$ cat src/rtl/sw_affine_pe_cfg_if.sv
// PE-to-PE systolic chain: score, vertical gap, reference/query symbols and control strobes.
interface sw_affine_pe_cfg_if #(
  parameter int WIDTH = 10,
  parameter int SYM_W = 2
);
  logic signed [WIDTH-1:0] v;
  logic signed [WIDTH-1:0] f;
  logic [SYM_W-1:0]        t;
  logic [SYM_W-1:0]        s;
  logic                    store_s;
  logic                    init;

  modport master (output v, f, t, s, store_s, init);
  modport slave  (input  v, f, t, s, store_s, init);
endinterface

$ cat src/rtl/sw_affine_pe_cfg.sv
// Smith-Waterman affine-gap PE with saturating arithmetic, runtime scoring, global stall and
// per-pass best-score tracking.
module sw_affine_pe_cfg #(
  parameter int WIDTH     = 10,
  parameter int SYM_W     = 2,
  parameter int SCORE_W   = 4,
  parameter int COL_W     = 16,
  parameter int DEF_MATCH = 2,
  parameter int DEF_MISM  = -2,
  parameter int DEF_GOPEN = -2,
  parameter int DEF_GEXT  = -1
) (
  input  logic                      clk,
  input  logic                      rst,
  input  logic                      stall,
  input  logic                      cfg_we,
  input  logic signed [SCORE_W-1:0] cfg_match,
  input  logic signed [SCORE_W-1:0] cfg_mism,
  input  logic signed [SCORE_W-1:0] cfg_gopen,
  input  logic signed [SCORE_W-1:0] cfg_gext,
  sw_affine_pe_cfg_if.slave         up,
  sw_affine_pe_cfg_if.master        dn,
  output logic signed [WIDTH-1:0]   max_out,
  output logic [COL_W-1:0]          max_col_out,
  output logic                      done_out
);
  localparam logic signed [WIDTH-1:0] ZERO = '0;

  logic signed [WIDTH-1:0]   v_reg, e_reg, f_reg, vd_reg, max_reg;
  logic [COL_W-1:0]          col_reg, max_col_reg;
  logic [SYM_W-1:0]          t_reg, s_reg;
  logic                      store_s_reg, init_reg, done_reg;
  logic signed [SCORE_W-1:0] match_reg, mism_reg, gopen_reg, gext_reg;

  logic signed [WIDTH-1:0]   new_e, new_f, diag, v_next;
  logic [COL_W-1:0]          col_next;
  logic                      max_upd;

  // Sum in WIDTH+1 bits; an overflow shows up as disagreeing top two bits.
  function automatic logic signed [WIDTH-1:0] sat_add(input logic signed [WIDTH-1:0] a,
                                                      input logic signed [SCORE_W-1:0] b);
    logic signed [WIDTH:0] sum;
    sum = {a[WIDTH-1], a} + {{(WIDTH+1-SCORE_W){b[SCORE_W-1]}}, b};
    if (sum[WIDTH] != sum[WIDTH-1])
      return sum[WIDTH] ? {1'b1, {(WIDTH-1){1'b0}}} : {1'b0, {(WIDTH-1){1'b1}}};
    return sum[WIDTH-1:0];
  endfunction

  function automatic logic signed [WIDTH-1:0] smax(input logic signed [WIDTH-1:0] a,
                                                   input logic signed [WIDTH-1:0] b);
    return (a > b) ? a : b;
  endfunction

  always_comb begin
    new_e    = smax(sat_add(v_reg, gopen_reg), sat_add(e_reg, gext_reg));
    new_f    = smax(sat_add(up.v, gopen_reg), sat_add(up.f, gext_reg));
    diag     = sat_add(vd_reg, (s_reg == up.t) ? match_reg : mism_reg);
    v_next   = smax(smax(new_e, new_f), smax(diag, ZERO));
    col_next = init_reg ? col_reg + 1'b1 : '0;
    // v_next is never negative, so at pass start the cleared max always takes it.
    max_upd  = !init_reg || (v_next > max_reg);
  end

  always_ff @(posedge clk) begin
    if (rst) begin
      v_reg       <= '0;
      e_reg       <= '0;
      f_reg       <= '0;
      vd_reg      <= '0;
      max_reg     <= '0;
      col_reg     <= '0;
      max_col_reg <= '0;
      t_reg       <= '0;
      s_reg       <= '0;
      store_s_reg <= 1'b0;
      init_reg    <= 1'b0;
      done_reg    <= 1'b0;
      match_reg   <= SCORE_W'(DEF_MATCH);
      mism_reg    <= SCORE_W'(DEF_MISM);
      gopen_reg   <= SCORE_W'(DEF_GOPEN);
      gext_reg    <= SCORE_W'(DEF_GEXT);
    end else if (!stall) begin
      done_reg    <= init_reg && !up.init;
      t_reg       <= up.t;
      store_s_reg <= up.store_s;
      init_reg    <= up.init;
      if (up.store_s)
        s_reg <= up.s;
      if (cfg_we && !init_reg && !up.init) begin
        match_reg <= cfg_match;
        mism_reg  <= cfg_mism;
        gopen_reg <= cfg_gopen;
        gext_reg  <= cfg_gext;
      end
      if (up.init) begin
        v_reg   <= v_next;
        e_reg   <= new_e;
        f_reg   <= new_f;
        vd_reg  <= up.v;
        col_reg <= col_next;
        if (max_upd) begin
          max_reg     <= v_next;
          max_col_reg <= col_next;
        end
      end else begin
        v_reg  <= '0;
        e_reg  <= '0;
        f_reg  <= '0;
        vd_reg <= '0;
      end
    end
  end

  assign dn.v        = v_reg;
  assign dn.f        = f_reg;
  assign dn.t        = t_reg;
  assign dn.s        = s_reg;
  assign dn.store_s  = store_s_reg;
  assign dn.init     = init_reg;
  assign max_out     = max_reg;
  assign max_col_out = max_col_reg;
  // A pulse caught by a stall stays pending and shows once the array runs again.
  assign done_out    = done_reg && !stall;
endmodule
$ cat src/flat_wrapper.sv
// flat-port wrapper written by rule: the top's interface ports become plain ports
module sw_affine_pe_cfg_flat 
#(
  parameter int WIDTH     = 10,
  parameter int SYM_W     = 2,
  parameter int SCORE_W   = 4,
  parameter int COL_W     = 16,
  parameter int DEF_MATCH = 2,
  parameter int DEF_MISM  = -2,
  parameter int DEF_GOPEN = -2,
  parameter int DEF_GEXT  = -1
)
  (clk, rst, stall, cfg_we, cfg_match, cfg_mism, cfg_gopen, cfg_gext, max_out, max_col_out, done_out, up_v, up_f, up_t, up_s, up_store_s, up_init, dn_v, dn_f, dn_t, dn_s, dn_store_s, dn_init);
  sw_affine_pe_cfg_if #(.WIDTH(WIDTH), .SYM_W(SYM_W)) up_i ();
  sw_affine_pe_cfg_if #(.WIDTH(WIDTH), .SYM_W(SYM_W)) dn_i ();
  input  logic clk;
  input  logic rst;
  input  logic stall;
  input  logic cfg_we;
  input  logic signed [SCORE_W-1:0] cfg_match;
  input  logic signed [SCORE_W-1:0] cfg_mism;
  input  logic signed [SCORE_W-1:0] cfg_gopen;
  input  logic signed [SCORE_W-1:0] cfg_gext;
  output logic signed [WIDTH-1:0] max_out;
  output logic [COL_W-1:0] max_col_out;
  output logic done_out;
  input wire logic [$bits(up_i.v)-1:0] up_v;
  input wire logic [$bits(up_i.f)-1:0] up_f;
  input wire logic [$bits(up_i.t)-1:0] up_t;
  input wire logic [$bits(up_i.s)-1:0] up_s;
  input wire logic [$bits(up_i.store_s)-1:0] up_store_s;
  input wire logic [$bits(up_i.init)-1:0] up_init;
  output wire logic [$bits(dn_i.v)-1:0] dn_v;
  output wire logic [$bits(dn_i.f)-1:0] dn_f;
  output wire logic [$bits(dn_i.t)-1:0] dn_t;
  output wire logic [$bits(dn_i.s)-1:0] dn_s;
  output wire logic [$bits(dn_i.store_s)-1:0] dn_store_s;
  output wire logic [$bits(dn_i.init)-1:0] dn_init;
  assign up_i.v = up_v;
  assign up_i.f = up_f;
  assign up_i.t = up_t;
  assign up_i.s = up_s;
  assign up_i.store_s = up_store_s;
  assign up_i.init = up_init;
  assign dn_v = dn_i.v;
  assign dn_f = dn_i.f;
  assign dn_t = dn_i.t;
  assign dn_s = dn_i.s;
  assign dn_store_s = dn_i.store_s;
  assign dn_init = dn_i.init;
  sw_affine_pe_cfg #(.WIDTH(WIDTH), .SYM_W(SYM_W), .SCORE_W(SCORE_W), .COL_W(COL_W), .DEF_MATCH(DEF_MATCH), .DEF_MISM(DEF_MISM), .DEF_GOPEN(DEF_GOPEN), .DEF_GEXT(DEF_GEXT)) u_core (.clk(clk), .rst(rst), .stall(stall), .cfg_we(cfg_we), .cfg_match(cfg_match), .cfg_mism(cfg_mism), .cfg_gopen(cfg_gopen), .cfg_gext(cfg_gext), .up(up_i), .dn(dn_i), .max_out(max_out), .max_col_out(max_col_out), .done_out(done_out));
endmodule
$ cat config.mk
export PLATFORM = sky130hd
export DESIGN_NAME = sw_affine_pe_cfg_flat
export DESIGN_NICKNAME = d
export VERILOG_FILES = /design/src/rtl/sw_affine_pe_cfg_if.sv /design/src/rtl/sw_affine_pe_cfg.sv /design/src/flat_wrapper.sv
export SDC_FILE = /design/constraint.sdc
export NUM_CORES = 1
export LEC_CHECK = 0
export CORE_MARGIN = 5
export CORE_UTILIZATION = 50
export DETAILED_ROUTE_END_ITERATION = 7
export GPL_TIMING_DRIVEN = 1
export PLACE_DENSITY = 0.72
export SYNTH_ARGS = -nofsm -noshare
export SYNTH_HDL_FRONTEND = slang
export SYNTH_SLANG_ARGS = --single-unit
$ cat constraint.sdc
create_clock -name clk -period 23 [get_ports clk]
set_clock_uncertainty 0.1 [all_clocks]
set_input_delay 3.45 -clock clk [delete_from_list [all_inputs] [get_ports clk]]
set_output_delay 3.45 -clock clk [all_outputs]
set_load 0.01 [all_outputs]
Word level (Yosys, flattened, before mapping)
Cells that the tools add are included.
{ "op_classes": {"addsub": 6, "multipliers": 0, "div": 0, "n_lt_le_gt_ge": 6, "eq_ne": 6, "shifts": 0, "muxes": 31, "n_bitwise": 1, "reduce_logical": 12} }
{ "op_table": {"columns": ["op", "n"], "rows": [
  ["two-way mux 10 bit", 24],
  ["adder 10 x 4 -> 11 bit", 5],
  ["greater-than comparator 10 bit", 5],
  ["adder 16 x 1 -> 16 bit (second input constant)", 1],
  ["two-way mux 16 bit", 1],
  ["greater-than comparator 10 x 1 -> 1 bit (second input constant)", 1],
  ["AND reduction 2 bit", 3],
  ["two-way mux 1 bit", 5],
  ["!= test 1 bit", 5],
  ["logical AND 1 bit", 4],
  ["two-way mux 4 bit", 1],
  ["zero test 1 bit", 3],
  ["AND reduction 3 bit", 1],
  ["== test 2 bit", 1],
  ["logical OR 1 bit", 1],
  ["NOT 1 bit", 1]
]} }
{ "word_totals": {"register_bits": 105, "latch_bits": 0, "mem_bits_rw": 0, "romBits": 0, "out_inout_bits": 53, "mem_count": 0} }

Logic depth before layout (Yosys ltp)
Gate-level depths: netlist of run 1.
{ "logic_depth": {"depth_word": 13, "ltp_mapped": 59, "mapped_depth_nobuf": 53} }

Worst setup path before layout of run 1
No wires, ideal clock.
{ "synth_timing": {"path_type": "input port to flip-flop", "startpoint": "in up_v[1]", "endpoint": "reg u_core.max_col_reg[10], in the netlist u_core.max_col_out[10]", "arrival_ns": 13.430, "required_ns": 22.830, "slack_ns": 9.399, "path_stages": 56, "path_buffers": 7, "path_cell_list": "ha_1 > a211oi_1 > o21bai_1 > a21oi_1 > o21bai_1 > a21o_1 > a21oi_1 > o21bai_1 > xnor2_1 > ha_1 > clkbuf_1 > o2111ai_1 > clkbuf_1 > a21boi_0 > inv_1 > ha_1 > nand4_1 > a211o_1 > [... 20 more ...] > a211oi_2 > buf_6 > buf_4 > nor2_1 > a21o_1 > ha_1 > nor2b_1 > o21a_1 > o21a_1 > o21a_1 > o21a_1 > o211ai_1 > a2111o_1 > and2_1 > clkbuf_1 > clkbuf_1 > nand2_1 > a21oi_1"} }
{ "synth_via": {"elab_chain_cells": 13} }
{ "synth_lines": {"columns": ["item", "line", "text"], "rows": [
  ["start, declared", "flat_wrapper.sv:27", "input wire logic [$bits(up_i.v)-1:0] up_v;"],
  ["adder 10 x 4 -> 11 bit (*)", "sw_affine_pe_cfg.sv:43", "sum = {a[WIDTH-1], a} + {{(WIDTH+1-SCORE_W){b[SCORE_W-1]}}, b};"],
  ["two-way mux 10 bit / != test 1 bit (equally long branches)", "sw_affine_pe_cfg.sv:45, sw_affine_pe_cfg.sv:44", null],
  ["two-way mux 10 bit / two-way mux 1 bit (equally long branches)", "sw_affine_pe_cfg.sv:44", "if (sum[WIDTH] != sum[WIDTH-1])"],
  ["two-way mux 10 bit (*)", "sw_affine_pe_cfg.sv:46", "return sum[WIDTH-1:0];"],
  ["greater-than comparator 10 bit", "sw_affine_pe_cfg.sv:51", "return (a > b) ? a : b;"],
  ["two-way mux 10 bit (*)", "sw_affine_pe_cfg.sv:51", null],
  ["greater-than comparator 10 bit", "sw_affine_pe_cfg.sv:51", null],
  ["two-way mux 10 bit (*)", "sw_affine_pe_cfg.sv:51", null],
  ["greater-than comparator 10 bit", "sw_affine_pe_cfg.sv:51", null],
  ["two-way mux 10 bit (*)", "sw_affine_pe_cfg.sv:51", null],
  ["named net u_core.v_next[1]", "sw_affine_pe_cfg.sv:35", "logic signed [WIDTH-1:0] new_e, new_f, diag, v_next;"],
  ["greater-than comparator 10 bit (*)", "sw_affine_pe_cfg.sv:61", "max_upd = !init_reg || (v_next > max_reg);"],
  ["logical OR 1 bit (*)", "sw_affine_pe_cfg.sv:61", null],
  ["AND reduction 3 bit (no line) (*)", null, null],
  ["end signal, assigned", "sw_affine_pe_cfg.sv:103", "max_col_reg <= col_next;"],
  ["end, declared", "sw_affine_pe_cfg.sv:30", "logic [COL_W-1:0] col_reg, max_col_reg;"]
]} }
The timed path passes the listed nets; every way through them passes the cells marked *. The select of a mux whose other input is x is not followed.
A chain may end at the register's enable or synchronous reset.

Worst setup path after layout of run 1
{ "layout_timing": {"startpoint": "in up_v[0]", "endpoint": "reg u_core.max_reg[2], in the netlist u_core.max_out[2]"} }
{ "layout_via": {"elab_chain_cells": 13} }
{ "layout_lines": {"columns": ["item", "line", "text"], "rows": [
  ["adder 10 x 4 -> 11 bit (*)", "sw_affine_pe_cfg.sv:43", null],
  ["two-way mux 10 bit / != test 1 bit (equally long branches)", "sw_affine_pe_cfg.sv:45, sw_affine_pe_cfg.sv:44", null],
  ["two-way mux 10 bit / two-way mux 1 bit (equally long branches)", "sw_affine_pe_cfg.sv:44", null],
  ["two-way mux 10 bit (*)", "sw_affine_pe_cfg.sv:46", null],
  ["greater-than comparator 10 bit", "sw_affine_pe_cfg.sv:51", null],
  ["two-way mux 10 bit (*)", "sw_affine_pe_cfg.sv:51", null],
  ["greater-than comparator 10 bit", "sw_affine_pe_cfg.sv:51", null],
  ["two-way mux 10 bit (*)", "sw_affine_pe_cfg.sv:51", null],
  ["greater-than comparator 10 bit", "sw_affine_pe_cfg.sv:51", null],
  ["two-way mux 10 bit (*)", "sw_affine_pe_cfg.sv:51", null],
  ["named net u_core.v_next[1]", "sw_affine_pe_cfg.sv:35", null],
  ["greater-than comparator 10 bit (*)", "sw_affine_pe_cfg.sv:61", null],
  ["logical OR 1 bit (*)", "sw_affine_pe_cfg.sv:61", null],
  ["AND reduction 3 bit (no line) (*)", null, null],
  ["end signal, assigned", "sw_affine_pe_cfg.sv:102", "max_reg <= v_next;"],
  ["end, declared", "sw_affine_pe_cfg.sv:29", "logic signed [WIDTH-1:0] v_reg, e_reg, f_reg, vd_reg, max_reg;"]
]} }
Marked as above.

==> results of run 1 <==
## worst min path at each step
stage	start	to	slack, ns	cells after the start
6_report	u_core.max_col_out[11]	u_core.max_col_out[11]	0.35	2
3_3_place_gp	u_core.max_col_out[7]	u_core.max_col_out[7]	0.34	2
5_1_grt	u_core.max_col_out[2]	u_core.max_col_out[2]	0.37	2
2_1_floorplan	u_core.e_reg[0]	u_core.e_reg[0]	0.33	2
4_1_cts	u_core.max_col_out[7]	u_core.max_col_out[7]	0.36	2
3_5_place_dp	u_core.max_col_out[11]	u_core.max_col_out[11]	0.34	2
## tightest hold or removal path, cell delays in order (launching register included)
cell	delay, ns
dfxtp_1	0.31
nand2_1	0.05
a21oi_1	0.05
## stage by stage
step	worst slack [ns]	utilization (%)	hold WS [ns]
floorplan	9.399	-	0.3291
global placement	7.656	57.85	0.3402
detailed placement	7.373	57.85	0.3444
CTS	7.692	59.80	0.3552
global route	6.512	59.80	0.3739
finish	7.609	59.80	0.3519
## layout make-up
class / count / area, um2
fillers: 1582 / 6666
multi-input cells: 831 / 5902
flip-flops and latches: 105 / 2102
clock buffers: 10 / 239.0
clock inverters: 6 / 85.08
well taps: 220 / 275.3
repair buffers: 105 / 1028
inverters: 76 / 285.3
## routing by layer
| layer | routed length [um] | share of wire [%] | vias to the layer above | track usage, % |
|---|---|---|---|---|
| met5 | 0 | 0 | - | 0 |
| met4 | 454 | 2.1 | 0 | 6.119 |
| met3 | 882 | 4.1 | 24 | 2.897 |
| met2 | 9527 | 44 | 142 | 33.47 |
| met1 | 10580 | 49 | 3514 | 30.68 |
| li1 | - | - | 3929 | - |
## logic make-up after synthesis
| family | after synthesis | share of synthesized area [%] |
|---|---|---|
| simple gates | 320 | 18.11 |
| compound gates | 310 | 24.42 |
| buf+inv | 119 | 5.725 |
| fa+ha+maj | 114 | 17.26 |
| flops | 105 | 24.79 |
| mux | 47 | 5.622 |
| xor+xnor | 39 | 4.028 |
| other cells | 1 | 0.04422 |
## cell usage after synthesis, types with 3 or more instances
library cell | count | area [um2]
o41ai_1 | 3 | 26.28
clkbuf_1 | 34 | 127.6
nand2_1 | 98 | 367.9
a22oi_1 | 4 | 30.03
a22o_1 | 13 | 113.9
or2_2 | 10 | 62.56
o31ai_1 | 6 | 45.04
nor2_1 | 84 | 315.3
o21bai_1 | 6 | 45.04
ha_1 | 109 | 1364
o311ai_0 | 4 | 35.03
a211oi_1 | 13 | 97.59
a21boi_0 | 4 | 30.03
or3_1 | 14 | 87.58
dfxtp_1 | 105 | 2102
a21oi_1 | 80 | 400.4
and2_1 | 4 | 25.02
or4_1 | 3 | 22.52
o211ai_1 | 15 | 112.6
and3_1 | 16 | 100.1
fa_1 | 5 | 100.1
a221o_1 | 6 | 60.06
mux2i_1 | 42 | 420.4
a21o_1 | 37 | 277.8
nand2b_1 | 11 | 68.82
buf_1 | 4 | 15.01
xor2_1 | 18 | 157.7
xnor2_1 | 21 | 183.9
mux2_2 | 5 | 56.30
o21ai_0 | 71 | 355.3
nor2b_1 | 11 | 68.82
o21a_1 | 15 | 112.6
nor3_1 | 23 | 115.1
inv_1 | 74 | 277.8
nand4_1 | 10 | 62.56
o31a_1 | 5 | 43.79
a211o_1 | 3 | 26.28
nand3_1 | 24 | 120.1
## cells in the final DEF, fill, tap and decap left out, drive strengths merged, types with 6 or more instances in the layout
cell type,synthesis,layout
ha,109,109
dfxtp,105,105
nand2,99,99
clkdlybuf4s50,0,97
nor2,84,84
a21oi,81,81
inv,75,78
o21ai,73,73
mux2i,42,42
a21o,37,37
nand3,24,24
nor3,23,23
xnor2,21,21
xor2,18,18
and3,16,16
o21a,15,15
o211ai,15,15
or3,15,15
a211oi,15,15
a22o,13,13
nor2b,12,12
nand2b,11,11
or2,11,11
nand4,10,10
clkbuf,34,10
buf,9,8
o31ai,6,6
o21bai,6,6
a221o,6,6
==> flow_summary.json, run 1 <==
{
  "status": "finished clean",
  "crit_type": "in -> reg",
  "report.final.setup_viol": 0,
  "die_y_um": 140.2,
  "area_growth_pct": 16.95,
  "arrival_ns": 15.52,
  "ys_seq_area_share_pct": 24.79,
  "grt_pass1_wl_um": 35070,
  "rrSetupSlack_ns": 10.49,
  "period_share_pct": 66.92,
  "crit_fanout": 33,
  "die_w_um": 140.2,
  "grt_pass1_vias": 7026,
  "clk-insertion-delay-late_ns": 0.36,
  "portBuffers": 98,
  "max_stage_delay_ns": 0.88,
  "routedWlPerCell_um": 15.85,
  "post-dp-hpwl_um": 16700,
  "slew-limit-headroom_pct": 22.12,
  "grtUsageTotal_pct": 21.35,
  "required_ns": 23.13,
  "end_kind": "flop",
  "yosysWarnings": 0,
  "syn_avg_cell_area_um2": 8.037,
  "cts.clk_slew.worst_paths_ns": 0.08,
  "placed_area_mm2": 0.009593,
  "cts_max_level": 3,
  "syn_area_mm2": 0.008479,
  "design_area_mm2": 0.009917,
  "finalHoldViolCount": 0,
  "core_mm2": 0.01658,
  "vias": 7609,
  "path_common_cell": "ha_1",
  "io_pins": 99,
  "crit_family": "compound AO/OA/AOI/OAI gates",
  "hold_buffers": 0,
  "drive_gt1_share_pct": 4.678,
  "ys_ff_latch": 105,
  "routed_wl_um": 21450,
  "critical_path.endpoint": "u_core.max_out[2]",
  "synth_edf_count": 0,
  "fin_nets": 1288,
  "ys.flop_type": "dfxtp_1",
  "r2r-start": "u_core.gopen_reg[3]",
  "crit_start": "up_v[0]",
  "critical_path_buf_inv_count": 6,
  "slew_violations": 0,
  "grt_max_degree": 59,
  "gp_congestion": 0.9561,
  "tritoncts": "done",
  "slowest_stage": "nor3b_2",
  "crit_path_start_kind": "input pin",
  "clk_root_buffer_cell": "clkbuf_16",
  "fin_crit_ns": 15.39,
  "r2r_cells": 51,
  "antenna_found_initial": 0,
  "grt_setup_unrepaired": "no",
  "drc": 0,
  "cts_sinks": 105,
  "worstHoldPathType": "reg -> reg",
  "viasPerCell": 5.624,
  "worstMarginPinSlew_ns": 1.168,
  "drtPass1Iterations": 5,
  "syn_nets": 1215,
  "dieArea_mm2": 0.01966,
  "async_flop_share_pct": 0,
  "grt.overflow.total": 0,
  "setup-tns-final_ns": 0,
  "layoutNonFillerInstCount": 1353,
  "cts_buffers": 9,
  "fp-row-count": 47,
  "worstReg2RegEnd": "u_core.max_out[2]",
  "antenna_left": 0,
  "fmax_ghz": 0.06498,
  "max_cap_viol_count": 0,
  "drtIter0Drc": 445,
  "cts_resized": 0,
  "start_util_pct": 51.13,
  "path_depth": 51,
  "syn_inst": 1055,
  "cts_buffer_depth": 2,
  "cts_setup_buffers": 0,
  "dp.cells": 1337,
  "n_antenna_cell": 0,
  "synthDistinctLibCells": 78
}
Power of run 1 is not shown: default switching activity piles up to over one toggle a cycle in this logic, so the estimate is an artifact.
==> run 2: changes to the inputs <==
Clock period 23 ns to 15.7 ns, I/O delays scaled along.
==> run 2 against run 1 <==
Wire length increased by 0.53%. Largest cell class unchanged. Worst setup slack got worse by 6.3 ns. Global-route usage increased by 0.18 points. Critical endpoint is now u_core.max_out[1]. Worst hold slack got worse by 0.00083 ns. Critical path type unchanged.
==> flow_summary.json, run 2 (synthesis gave the netlist of run 1 again) <==
{
  "worstReg2RegEnd": "u_core.max_out[1]",
  "setup-tns-final_ns": 0,
  "arrival_ns": 14.53,
  "drc": 0,
  "grt_pass1_wl_um": 35130,
  "crit_type": "in -> reg",
  "grt.overflow.total": 0,
  "portBuffers": 98,
  "crit_fanout": 33,
  "n_antenna_cell": 0,
  "end_kind": "flop",
  "routedWlPerCell_um": 15.97,
  "layout_commonest_cell": "ha_1",
  "core_mm2": 0.01658,
  "crit_path_start_kind": "input pin",
  "fmax_ghz": 0.06961,
  "drtIter0Drc": 415,
  "grt_max_degree": 59,
  "grtUsageTotal_pct": 21.53,
  "placed_area_mm2": 0.009570,
  "hold_end": "u_core.max_col_out[15]",
  "routed_wl_um": 21560,
  "antenna_found_initial": 0,
  "cts_resized": 0,
  "r2r_cells": 52,
  "r2r-start": "u_core.gext_reg[3]",
  "cts_buffer_depth": 2,
  "regArea_mm2": 0.002102,
  "slowest_stage": "nor3b_2",
  "cts_buffers": 9,
  "fp-row-count": 47,
  "fin_nets": 1285,
  "start_util_pct": 51.13,
  "antenna_left": 0,
  "drtPass1Iterations": 5,
  "design_area_mm2": 0.009889,
  "cts_setup_buffers": 0,
  "grt_pass1_vias": 7039,
  "dieArea_mm2": 0.01966,
  "cts.clk_slew.worst_paths_ns": 0.09,
  "worstHoldPathType": "reg -> reg",
  "die_w_um": 140.2,
  "hold_buffers": 0,
  "path_common_cell": "ha_1",
  "post-dp-hpwl_um": 16810,
  "gp_congestion": 0.9671,
  "io_pins": 99,
  "cts_max_level": 3,
  "clk-insertion-delay-late_ns": 0.37,
  "clk_root_buffer_cell": "clkbuf_16",
  "max_stage_delay_ns": 0.88,
  "hold_depth": 2,
  "report.final.setup_viol": 0,
  "rrSetupSlack_ns": 3.14,
  "slew_violations": 0,
  "worstMarginPinSlew_ns": 1.132,
  "vias": 7609,
  "die_y_um": 140.2,
  "grt_setup_unrepaired": "no",
  "layout.cells.most_common_list": "ha_1, dfxtp_1, nand2_1, clkdlybuf4s50_1, nor2_1",
  "required_ns": 15.86,
  "multiInputGateArea_mm2": 0.005902,
  "nFillCells": 1568,
  "area_growth_pct": 16.63,
  "finalHoldViolCount": 0,
  "viasPerCell": 5.636,
  "tritoncts": "done",
  "max_cap_viol_count": 0,
  "hp-start": "u_core.max_col_out[15]",
  "cts_sinks": 105,
  "period_share_pct": 91.50,
  "slew-limit-headroom_pct": 24.51,
  "status": "finished clean",
  "fin_crit_ns": 14.37,
  "drive_gt1_share_pct": 4.425
}
## run 2: final cells by class
| type | count | area share [%] |
|---|---|---|
| clock buffer | 9 | 2.277 |
| clock inverter | 7 | 0.9489 |
| inverter | 76 | 2.885 |
| timing repair buffer | 102 | 10.17 |
| sequential | 105 | 21.26 |
| tap | 220 | 2.783 |
| multi-input combinational | 831 | 59.68 |
## run 2: through the flow
stage / cells / util, % / worst slack (ns) / hold WS (ns)
after floorplan: 1055 / - / 3.194 / 0.3291
after global placement: 1334 / 57.71 / 1.437 / 0.3381
after detailed placement: 1334 / 57.71 / 1.076 / 0.3425
after CTS: 1350 / 59.63 / 1.429 / 0.3538
after global routing: 1350 / 59.63 / 0.2371 / 0.3741
final: 1350 / 59.63 / 1.334 / 0.3511
## run 2: how the worst max path moves through the flow
stage            start                endpoint  slack, ns  cells after the start
2_1_floorplan  up_v[1]  u_core.max_col_out[10]       3.19                     56
3_3_place_gp   up_v[0]       u_core.max_out[1]       1.44                     49
3_5_place_dp   up_v[0]       u_core.max_out[1]       1.08                     50
4_1_cts        up_v[0]       u_core.max_out[1]       1.43                     50
5_1_grt        up_v[0]       u_core.max_out[1]       0.24                     50
6_report       up_v[0]       u_core.max_out[1]       1.33                     50
## run 2: worst max-delay path: cells and delay by family
family	cells	cell delay (ns)
multiplexers	2	0.76
AND/OR/NAND/NOR	14	3.57
AO/OA/AOI/OAI	22	4.23
buffers and inverters	5	1.12
adder cells (fa/ha/maj)	7	2.46
## run 2: metal layers
metal | global-route usage [%] | up-vias | wire (um)
met5 | 0 | - | 0
met4 | 6.578 | 0 | 380
met3 | 2.999 | 26 | 1021
met2 | 34.40 | 186 | 9640
met1 | 30.16 | 3481 | 10520
li1 | - | 3916 | -
Power of run 2 is left out for the same reason.
==> run 3: changes to the inputs <==
Settings changed: SLEW_MARGIN set to 20.
==> run 3 against run 2 <==
Final area is essentially flat. Sequential share of layout area is essentially flat. First-iteration DRC count stayed put. Non-clock buffer count unchanged. Maximum frequency is 2.4% higher. Sequential cell count stayed put. Worst setup slack improved by 0.33 ns. Die area did not move. Core utilization hardly changed. Cell count is the same. Clock-buffer cell count did not move. Critical path type unchanged. Critical endpoint unchanged. Largest cell class unchanged.
==> flow_summary.json, run 3 (synthesis gave the netlist of run 1 again) <==
{
  "max_cap_viol_count": 0,
  "required_ns": 15.86,
  "drtPass1Iterations": 5,
  "grt.overflow.total": 0,
  "core_mm2": 0.01658,
  "viasPerCell": 5.636,
  "drc": 0,
  "grt_setup_unrepaired": "no",
  "area_growth_pct": 16.64,
  "layout.cells.most_common_list": "ha_1, dfxtp_1, nand2_1, clkdlybuf4s50_1, nor2_1",
  "gp_congestion": 0.9671,
  "cts_max_level": 3,
  "portBuffers": 98,
  "clk-insertion-delay-late_ns": 0.37,
  "cts_setup_buffers": 0,
  "start_util_pct": 51.13,
  "cts_sinks": 105,
  "cts_buffers": 9,
  "report.final.setup_viol": 0,
  "slew_violations": 0,
  "r2r_cells": 52,
  "dieArea_mm2": 0.01966,
  "drtIter0Drc": 415,
  "finalHoldViolCount": 0,
  "die_w_um": 140.2,
  "arrival_ns": 14.20,
  "die_y_um": 140.2,
  "vias": 7609,
  "crit_start": "up_v[0]",
  "hold_buffers": 0,
  "setup-tns-final_ns": 0,
  "status": "finished clean",
  "grtUsageTotal_pct": 21.53,
  "crit_path_start_kind": "input pin",
  "worstMarginPinSlew_ns": 1.132,
  "rrSetupSlack_ns": 3.47,
  "slowest_stage": "nor3b_2",
  "routed_wl_um": 21560,
  "antenna_left": 0,
  "cts.clk_slew.worst_paths_ns": 0.09,
  "slew-limit-headroom_pct": 24.51,
  "r2r-start": "u_core.gext_reg[3]",
  "layout_commonest_cell": "ha_1",
  "max_stage_delay_ns": 0.88,
  "period_share_pct": 89.39,
  "critical_path.endpoint": "u_core.max_out[1]",
  "routedWlPerCell_um": 15.97,
  "fmax_ghz": 0.07126,
  "io_pins": 99,
  "clk_root_buffer_cell": "clkbuf_16",
  "drive_gt1_share_pct": 4.513,
  "fin_nets": 1285,
  "worstHoldPathType": "reg -> reg",
  "dp_slack_ns": 1.076,
  "cts_resized": 0,
  "fp-row-count": 47,
  "path_common_cell": "ha_1",
  "grt_pass1_wl_um": 35130,
  "fin_crit_ns": 14.03,
  "cts_buffer_depth": 2,
  "final_util_pct": 59.64,
  "crit_fanout": 33,
  "post-dp-hpwl_um": 16810,
  "grt_pass1_vias": 7039,
  "antenna_found_initial": 0,
  "n_antenna_cell": 0,
  "crit_family": "compound AO/OA/AOI/OAI gates",
  "worst_slack_ns": 1.666,
  "path_depth": 50,
  "worstReg2RegEnd": "u_core.max_out[1]",
  "grt_max_degree": 59,
  "placed_area_mm2": 0.009570,
  "crit_type": "in -> reg",
  "design_area_mm2": 0.009891,
  "critical_path_buf_inv_count": 5,
  "end_kind": "flop",
  "tritoncts": "done"
}
run 3: through the flow:
stage | instances | hold WS (ns)
final | 1350 | 0.3511
after global routing | 1350 | 0.3741
after CTS | 1350 | 0.3538
after detailed placement | 1334 | 0.3425
after global placement | 1334 | 0.3381
after floorplan | 1055 | 0.3291
run 3: final cells by class:
type | count | area [um2]
Fill cell | 1567 | 6693
Inverter | 76 | 285.3
Tap cell | 220 | 275.3
Timing Repair Buffer | 102 | 1006
Multi-Input combinational cell | 831 | 5903
Sequential cell | 105 | 2102
Clock inverter | 7 | 93.84
Clock buffer | 9 | 225.2
run 3: worst min path at each step:
stage,startpoint,to,slack (ns),cells after the start
2_1_floorplan,u_core.e_reg[0],u_core.e_reg[0],0.33,2
3_3_place_gp,u_core.dn.f[1],u_core.dn.f[1],0.34,2
3_5_place_dp,u_core.max_col_out[6],u_core.max_col_out[6],0.34,2
4_1_cts,u_core.max_col_out[0],u_core.max_col_out[0],0.35,2
5_1_grt,u_core.max_col_out[1],u_core.max_col_out[1],0.37,2
6_report,u_core.max_col_out[15],u_core.max_col_out[15],0.35,2
run 3: routing by layer:
layer	global-route usage, %	part of all wire (%)	up-vias
met3	2.999	4.7	26
met5	0	0	-
li1	-	-	3916
met2	34.40	45	186
met4	6.578	1.8	0
met1	30.16	49	3481
run 3: worst reg2reg max path, delay by kind of cell, from the launching register on:
family          cells  cell delay (ns)
compound gates     25             4.15
simple gates       13             3.26
fa+ha+maj           6             2.17
buf+inv             5             0.81
mux                 2             0.77
flops               1             0.73
xor+xnor            1             0.16
Power of run 3 is left out for the same reason.
